--- src/rtl/key_ctrl_pkg.sv ---
// Shared definitions for the key-locked counter controller: FSM state encoding
// and the default key width used by both the controller and the counter.
package key_ctrl_pkg;

    localparam int KEY_SIZE_DEF      = 4;
    localparam int SETTLE_CYCLES_DEF = 3;
    localparam int PERIOD_W_DEF      = 4;

    typedef enum logic [1:0] {
        IDLE  = 2'd0,
        LOAD  = 2'd1,
        APPLY = 2'd2,
        RUN   = 2'd3
    } key_state_e;

endpackage

--- src/rtl/key_shift_reg.sv ---
// Serial key shadow register with bit counter. The shadow output already
// includes the bit being accepted this cycle, so the controller can apply the
// complete key on the same edge that takes in the final bit.
module key_shift_reg
    import key_ctrl_pkg::*;
#(
    parameter int KEY_SIZE = KEY_SIZE_DEF
) (
    input  logic                clk,
    input  logic                rst,
    input  logic                clear,
    input  logic                shift_en,
    input  logic                key_bit,
    output logic [KEY_SIZE-1:0] shadow,
    output logic                done
);

    localparam int CW = (KEY_SIZE > 2) ? $clog2(KEY_SIZE) : 1;

    logic [KEY_SIZE-1:0] shadow_q;
    logic [CW-1:0]       bit_cnt;

    assign shadow = shift_en ? {shadow_q[KEY_SIZE-2:0], key_bit} : shadow_q;
    assign done   = shift_en && (bit_cnt == CW'(KEY_SIZE - 1));

    always_ff @(posedge clk) begin
        if (rst || clear) begin
            shadow_q <= '0;
            bit_cnt  <= '0;
        end else if (shift_en) begin
            shadow_q <= shadow;
            bit_cnt  <= done ? '0 : bit_cnt + CW'(1);
        end
    end

endmodule

--- src/rtl/key_seq_ctrl.sv ---
// Key load / apply / step / periodic-run sequencer for the key-locked counter.
// Owns the applied key register and the increment strobe; all outputs are flops.
module key_seq_ctrl
    import key_ctrl_pkg::*;
#(
    parameter int KEY_SIZE      = KEY_SIZE_DEF,
    parameter int SETTLE_CYCLES = SETTLE_CYCLES_DEF,
    parameter int PERIOD_W      = PERIOD_W_DEF
) (
    input  logic                clk,
    input  logic                rst,
    input  logic                load_start,
    input  logic                key_bit,
    input  logic                key_bit_valid,
    input  logic                step,
    input  logic                run_start,
    input  logic                run_stop,
    input  logic [PERIOD_W-1:0] period,
    output logic [KEY_SIZE-1:0] key_out,
    output logic                do_incr,
    output logic                ctr_clear,
    output logic                key_loaded,
    output logic                busy,
    output key_state_e          dbg_state
);

    localparam int SW = (SETTLE_CYCLES > 1) ? $clog2(SETTLE_CYCLES) : 1;

    key_state_e          state, state_next;
    logic [SW-1:0]       settle_cnt, settle_next;
    logic [PERIOD_W-1:0] run_cnt, run_cnt_next;
    logic [PERIOD_W-1:0] period_q, period_next;

    logic                shift_clear, shift_en, shift_done;
    logic [KEY_SIZE-1:0] shadow;
    logic                step_fire, apply_enter, apply_exit, do_incr_d;

    // Handshake: key_bit is consumed on every cycle key_bit_valid is high while
    // in LOAD (no backpressure); a load_start in the same cycle wins and the bit
    // is dropped.
    assign shift_clear = load_start && ((state == IDLE) || (state == LOAD) || (state == RUN));
    assign shift_en    = (state == LOAD) && key_bit_valid && !load_start;

    key_shift_reg #(
        .KEY_SIZE (KEY_SIZE)
    ) u_shift (
        .clk      (clk),
        .rst      (rst),
        .clear    (shift_clear),
        .shift_en (shift_en),
        .key_bit  (key_bit),
        .shadow   (shadow),
        .done     (shift_done)
    );

    always_comb begin
        state_next   = state;
        settle_next  = settle_cnt;
        run_cnt_next = run_cnt;
        period_next  = period_q;
        step_fire    = 1'b0;
        apply_enter  = 1'b0;
        apply_exit   = 1'b0;

        case (state)
            IDLE: begin
                if (load_start) begin
                    state_next = LOAD;
                end else if (run_start && key_loaded) begin
                    state_next   = RUN;
                    run_cnt_next = '0;
                    period_next  = period;
                end else if (step && key_loaded) begin
                    step_fire = 1'b1;
                end
            end
            LOAD: begin
                if (shift_done) begin
                    state_next  = APPLY;
                    settle_next = '0;
                    apply_enter = 1'b1;
                end
            end
            APPLY: begin
                if (settle_cnt == SW'(SETTLE_CYCLES - 1)) begin
                    state_next = IDLE;
                    apply_exit = 1'b1;
                end else begin
                    settle_next = settle_cnt + SW'(1);
                end
            end
            RUN: begin
                if (load_start) begin
                    state_next = LOAD;
                end else if (run_stop) begin
                    state_next = IDLE;
                end else begin
                    run_cnt_next = (run_cnt == period_q) ? '0 : run_cnt + PERIOD_W'(1);
                end
            end
            default: state_next = IDLE;
        endcase

        // The pulse is registered, so it is decided from the counter value the
        // next cycle will hold; this lands the first pulse P+1 cycles after run_start.
        do_incr_d = step_fire || ((state_next == RUN) && (run_cnt_next == period_next));
    end

    always_ff @(posedge clk) begin
        if (rst) begin
            state      <= IDLE;
            settle_cnt <= '0;
            run_cnt    <= '0;
            period_q   <= '0;
            key_out    <= '0;
            do_incr    <= 1'b0;
            ctr_clear  <= 1'b0;
            key_loaded <= 1'b0;
            busy       <= 1'b0;
        end else begin
            state      <= state_next;
            settle_cnt <= settle_next;
            run_cnt    <= run_cnt_next;
            period_q   <= period_next;
            if (apply_enter) begin
                key_out <= shadow;
            end
            do_incr    <= do_incr_d;
            ctr_clear  <= apply_enter;
            key_loaded <= key_loaded || apply_exit;
            busy       <= (state_next != IDLE);
        end
    end

    assign dbg_state = state;

endmodule

--- config.mk ---
export PLATFORM = sky130hd
export DESIGN_NAME = key_seq_ctrl
export DESIGN_NICKNAME = d
export VERILOG_FILES = /design/src/rtl/key_ctrl_pkg.sv /design/src/rtl/key_shift_reg.sv /design/src/rtl/key_seq_ctrl.sv
export SDC_FILE = /design/constraint.sdc
export NUM_CORES = 1
export LEC_CHECK = 0
export ABC_AREA = 1
export ABC_CLOCK_PERIOD_IN_PS = 2700
export CAP_MARGIN = 25
export CORE_ASPECT_RATIO = 0.9
export CORE_MARGIN = 3
export CORE_UTILIZATION = 57
export DETAILED_ROUTE_END_ITERATION = 10
export PLACE_DENSITY = 0.84
export SLEW_MARGIN = 20
export SYNTH_ARGS = -nofsm -noshare
export SYNTH_HDL_FRONTEND = slang
export SYNTH_SLANG_ARGS = --single-unit
--- constraint.sdc ---
create_clock -name clk -period 2.7 [get_ports clk]
set_input_delay 0.405 -clock clk [delete_from_list [all_inputs] [get_ports clk]]
set_output_delay 0.405 -clock clk [all_outputs]
set_load 0.02 [all_outputs]
==> results.md <==
- Tot Pwr: 0.645 mW
- Period utilization: 72.3%
- DR iter-0 viols: 63
- Number of synthesized flops with an enable pin: 0
- Root Buffer: clkbuf_4
- Syn Inst Count: 213
- Worst EP arrival: 2.22 ns
- GRT Util Overall: 22.2%
- WL/cell: 12.0 µm
- PwrDens: 382 nW/µm²
- Final Skew: 0.00289 ns
- CP Cell Sequence: inv_1 > ha_1 > inv_1 > nand2_1 > nor2_1 > nand2_2 > nand3b_1 > nand2_1 > inv_1 > nand2_1 > nor2_1 > nand3_1 > a21oi_2
- Slowest stage cell, crit path: dfxtp_1
- Most frequent cell after synthesis: nand2_1
- Ys async rst share: 0%
- Fin area: 1690 µm²
- Min Tclk post-route: 1.95 ns
- CP top delay family: simple AND/OR/NAND/NOR gates
- Storage cell area: 500 µm²
- P&R area growth vs syn: 19.1%
- Clk_lat worst skew: 0.31 ns
- Chip Height: 53.3 µm
- Post-CTS resize count: 0
- Fin nets: 257
- DIE WIDTH: 58.6 µm
- Vias/cell: 5.28
- Worst R2R Setup Slack: 0.75 ns
- FILL cells: 182
- Vias in the first global route: 1,285
- CP max FO: 6
- Detailed placement HPWL: 2.51 mm
- Worst r2r path cells: 13
- RR Endpoint: do_incr
- Share of the yosys chip area belonging to registers: 35.3%
- HP Class: reg -> reg
- Post-synth cell types: 25
- First-pass GRT wire length: 5.35 mm
- Worst endpoint required time: 2.97 ns
- Drt drc: 0
- Synth area leaders: dfxtp_1, nand2_1, inv_1, ha_1, nor2_1
- Mapped cell area: 1420 µm²
- Share of layout cells above drive strength 1: 9.70%
- Count of input and output buffers: 21
- CP Buf/Inv Count: 3
- Synth warnings: 0
- Die area: 3120 µm²
- Clk slew on worst S/H paths: 0.13 ns
- Final setup fails: 0
- Placer Congestion: 0.920
- Setup TNS: 0 ns
- Clock sink count: 25
- Slew margin rel.: 75.1%
- Post-Place Cell Area: 1660 µm²
- Flop and latch count out of synthesis: 25
- Final Hold Fails: 0
- Worst Setup Path Type: reg -> reg
- Syn Nets: 232
- Multi-input gate area: 792 µm²
- Synth top area share: 35.3%
- Num CTS Buffers: 3
- Endpoint class of the critical path: register
- CTS tree: built
- Max VDD drop: 463 µV
- Startpoint type of the worst setup path: register
- Leading area contributor after synthesis: dfxtp_1
- ANT nets after route: 0
- Initial antenna violation count: 0
- Drt pass-1 iters: 4
- Post-synth top cells: nand2_1, inv_1, dfxtp_1
- CTS Buffer Depth: 2
- I/O pins: 22
- Initial Util: 62.7%
- Leakage: 0.815 nW
- Site Rows: 16
- Max Slew Vio Count: 0
- Routed vias: 1,394
- Final core occ: 74.7%
- Outcome: complete, no violations
- F_max: 0.512 GHz
- WHS Path Cells: 2
- Top_reg_cell synth: dfxtp_1
- Worst-Margin Slew: 0.370 ns
- Largest net degree at the start of global routing: 17
- Worst hold path startpoint: u_shift.shadow_q[1]
- Setup repair after global routing missed its margin: false
- Worst hold endpoint: key_out[2]
- H-tree lvl count: 1
- Maxcap violations: 0
- Post-Route WL: 3.16 mm
- FF-to-FF Start: dbg_state[1]
- Placeable Area: 2260 µm²
- Avg Inst Size Synth: 6.66 µm²
- Largest stage delay, worst path: 0.48 ns
- Diode count: 0
- Overflow after GRT: 0
- Setup bufs post-CTS: 0
- Hold-fix buffers at CTS: 0
## placed cells by master (no fill, tap or decap), drive strengths merged
cell type / count
a211oi: 3
a21oi: 13
buf: 1
clkbuf: 3
clkdlybuf4s50: 21
clkinv: 2
dfxtp: 25
ha: 7
inv: 30
nand2: 74
nand3: 14
nand3b: 1
nand4: 4
nor2: 25
nor3: 2
o21ai: 11
o21bai: 1
## worst max path at each step
stage	endpoint	slack, ns	from	depth (start not counted)
2_1_floorplan	do_incr	0.91	dbg_state[1]	13
3_3_place_gp	do_incr	0.66	load_start	11
3_5_place_dp	do_incr	0.60	load_start	11
4_1_cts	do_incr	0.76	dbg_state[1]	13
5_1_grt	do_incr	0.51	dbg_state[1]	13
6_report	do_incr	0.75	dbg_state[1]	13
## cell families (layout without fill, tap and decap cells)
group	count (synthesis)	after routing	synth area share [%]
AND/OR/NAND/NOR	120	120	38.0
flip-flops	25	25	35.3
adder cells (fa/ha/maj)	7	7	6.17
AO/OA/AOI/OAI	28	28	11.6
buffers and inverters	33	57	8.91
## layer usage
metal	vias up	global-route usage (%)	part of all wire, %
met1	641	28.4	48
li1	716	-	-
met2	37	37.5	47
met3	0	4.63	5.6
met4	0	6.42	0
met5	-	0	0
## stage by stage
step	hold WS, ns	std cells	setup WS, ns
finish	0.461	264	0.747
CTS	0.465	264	0.762
floorplan	0.419	213	0.914
detailed placement	0.443	260	0.598
global placement	0.437	260	0.660
global route	0.499	264	0.514
## registers in the layout, summed over array words and instances, names as in the netlist
name / cells
busy: 1
dbg_state: 2
do_incr: 1
u_shift.shadow_q: 3
period_q: 4
run_cnt: 4
key_loaded: 1
settle_cnt: 2
ctr_clear: 1
u_shift.bit_cnt: 2
key_out: 4
## power by group
| group | switching [mW] | internal, mW | total, mW |
|---|---|---|---|
| Clock | 0.108 | 0.0555 | 0.164 |
| Combinational | 0.0565 | 0.0427 | 0.0992 |
| Sequential | 0.00599 | 0.376 | 0.382 |
## worst register-to-register path, stage by stage, from the launching register on
cell      delay (ns)
dfxtp_1         0.48
inv_1           0.13
ha_1            0.31
inv_1           0.12
nand2_1         0.11
nor2_1          0.15
nand2_2         0.08
nand3b_1        0.08
nand2_1         0.05
inv_1           0.04
nand2_1         0.05
nor2_1          0.09
nand3_1         0.09
a21oi_2         0.11
## cell type report
type,count,share of cell area [%]
multi-input combinational,155,46.9
tap,27,2.00
sequential,25,29.6
clock inverter,1,0.296
timing repair buffer,22,12.9
inverter,31,7.03
clock buffer,3,1.33
Note: power is estimated with default switching activity, not from simulation.
==> patch: new RTL, same flow settings <==
The package constant `KEY_SIZE_DEF` goes from 4 to 2.
--- a/src/rtl/key_ctrl_pkg.sv
+++ b/src/rtl/key_ctrl_pkg.sv
@@ -3,5 +3,5 @@
 package key_ctrl_pkg;
 
-    localparam int KEY_SIZE_DEF      = 4;
+    localparam int KEY_SIZE_DEF      = 2;
     localparam int SETTLE_CYCLES_DEF = 3;
     localparam int PERIOD_W_DEF      = 4;
Interface: changed (resized key_out); port bits go from 22 to 20. The function was not compared with the original's and may differ.
==> patch against the unedited design <==
- setup slack better by 0.034 ns
- design area is 14% lower
- power is 17% lower
- count of clock-buffer cells in the layout is 1 higher
- first-iteration DRC count is 29% lower
- area after synthesis is 15% lower
- global-route usage is 0.56 points higher
- wire length is 10% lower
- sequential cell count is 4 lower
- clock power is 8% lower
- final cell count is 9.5% lower
- critical endpoint unchanged
==> patch: results (changes against the unedited design) <==
| Metric | Value |
|---|---|
| Arrival time at the worst endpoint | `2.15 ns (was 2.22 ns)` |
| Layout Skew | `0.00129 ns (was 0.00289 ns)` |
| R2R Setup Slk | `0.81 ns (was 0.75 ns)` |
| Vias | `1,262 (was 1,394)` |
| Crit. Startpoint | `load_start (was dbg_state[1]$_SDFF_PP0_)` |
| Layout cell share with drive strength beyond 1 | `0.0374 (was 0.0970)` |
| Post-Syn Nets | `211 (was 232)` |
| Drt total wl | `2830 um (was 3160 um)` |
| Filler instances | `174 (was 182)` |
| Worst-path clk slew | `0.11 ns (was 0.13 ns)` |
| Status | `finished clean (unchanged)` |
| Largest fanout on the critical path | `7 (was 6)` |
| Peak VDD IR | `0.290 mV (was 0.463 mV)` |
| Post-synth top cells | `nand2_1 (61), inv_1 (32), dfxtp_1 (21) (was nand2_1 (68), inv_1 (26), dfxtp_1 (25))` |
| Cell variety after synth | `20 (was 25)` |
| Hold endpoint | `settle_cnt[1]$_SDFFE_PP0P_ (was key_out[2]$_SDFFE_PP0P_)` |
| Final period util | `0.711 (was 0.723)` |
| Sequential fraction of the synthesis area | `0.347 (was 0.353)` |
| Cell leakage power | `0.700 nW (was 0.815 nW)` |
| Synth top area cells | `dfxtp_1 (35%), nand2_1 (19%), inv_1 (9.9%), a21oi_1 (7.0%), ha_1 (6.2%) (was dfxtp_1 (35%), nand2_1 (18%), inv_1 (6.9%), ha_1 (6.2%), nor2_1 (6.1%))` |
| Final Wtd Congestion | `0.964 (was 0.920)` |
| Port Buffers | `19 (was 21)` |
| Post-place setup slack | `0.537 ns (was 0.598 ns)` |
| Post-DP HPWL | `2210 um (was 2510 um)` |
| Biggest regs | `period_q x4, run_cnt x4 (was key_out x4, period_q x4, run_cnt x4)` |
| Vias in the first global route | `1,150 (was 1,285)` |
| Gr usage total | `0.228 (was 0.222)` |
| DR iter-0 viols | `45 (was 63)` |
| Hold Startpoint | `settle_cnt[1]$_SDFFE_PP0P_ (was u_shift.shadow_q[1]$_SDFFE_PP0P_)` |
-- patch: changes by cell type after synthesis, sizes merged, moves of 2 or more --
cell and delta:
nor2 -8, dfxtp -4, o21ai +2, a21oi +4, inv +3, a211oi -3
nand4 +2, nand2 -12, nand3 -4
-- patch: how the worst max path moves through the flow --
stage	to	depth (start not counted)
floorplan	do_incr$_SDFF_PP0_	14
global placement	do_incr$_SDFF_PP0_	12
detailed placement	do_incr$_SDFF_PP0_	12
CTS	do_incr$_SDFF_PP0_	12
global route	do_incr$_SDFF_PP0_	12
finish	do_incr$_SDFF_PP0_	12
-- patch: power by group through the flow --
stage / Sequential, W / Combinational [W] / Clock (W)
final: 0.000318 / 0.0000687 / 0.000151
after global routing: 0.000318 / 0.0000751 / 0.000164
after CTS: 0.000318 / 0.0000683 / 0.000156
after detailed placement: 0.000325 / 0.0000679 / 0
after global placement: 0.000324 / 0.0000655 / 0
after floorplan: 0.000328 / 0.0000312 / 0
-- patch: cell families (layout without fill, tap and decap cells) --
family / Yosys count / after routing / synth area share
compound gates: 32 / 32 / 0.135
buf+inv: 35 / 56 / 0.109
fa+ha+maj: 6 / 6 / 0.0620
flops: 21 / 21 / 0.347
simple gates: 99 / 99 / 0.346
-- patch: layout make-up --
type                            instances  share of cell area
Multi-Input combinational cell        137               0.454
Sequential cell                        21               0.290
Timing Repair Buffer                   19               0.131
Inverter                               33              0.0854
Tap cell                               25              0.0216
Clock buffer                            4              0.0181
-- patch: worst max-delay path: stages --
cell             delay [ns]
clkdlybuf4s50_1        0.57
inv_2                  0.20
nand4_2                0.18
a21oi_1                0.19
nand2_1                0.08
nand2_1                0.06
nand2_1                0.06
inv_1                  0.05
nand3_1                0.06
nor2_1                 0.09
nand3_1                0.08
a21oi_1                0.11
-- patch: metrics by stage --
stage	utilization	instances	total power [W]	instance area, um^2	hold WS, ns
after floorplan	-	193	0.000359	1210	0.443
after detailed placement	0.723	235	0.000393	1420	0.467
after CTS	0.736	239	0.000542	1450	0.483
after global routing	0.736	239	0.000557	1450	0.509
final	0.736	239	0.000538	1450	0.481
after global placement	0.723	235	0.000390	1420	0.458
-- patch: routing by layer --
metal / track usage / routed length, um / vias to the layer above
li1: - / - / 650
met1: 0.315 / 1320 / 550
met2: 0.355 / 1270 / 59
met3: 0.0483 / 228 / 3
met4: 0.0581 / 17 / 0
met5: 0 / 0 / -
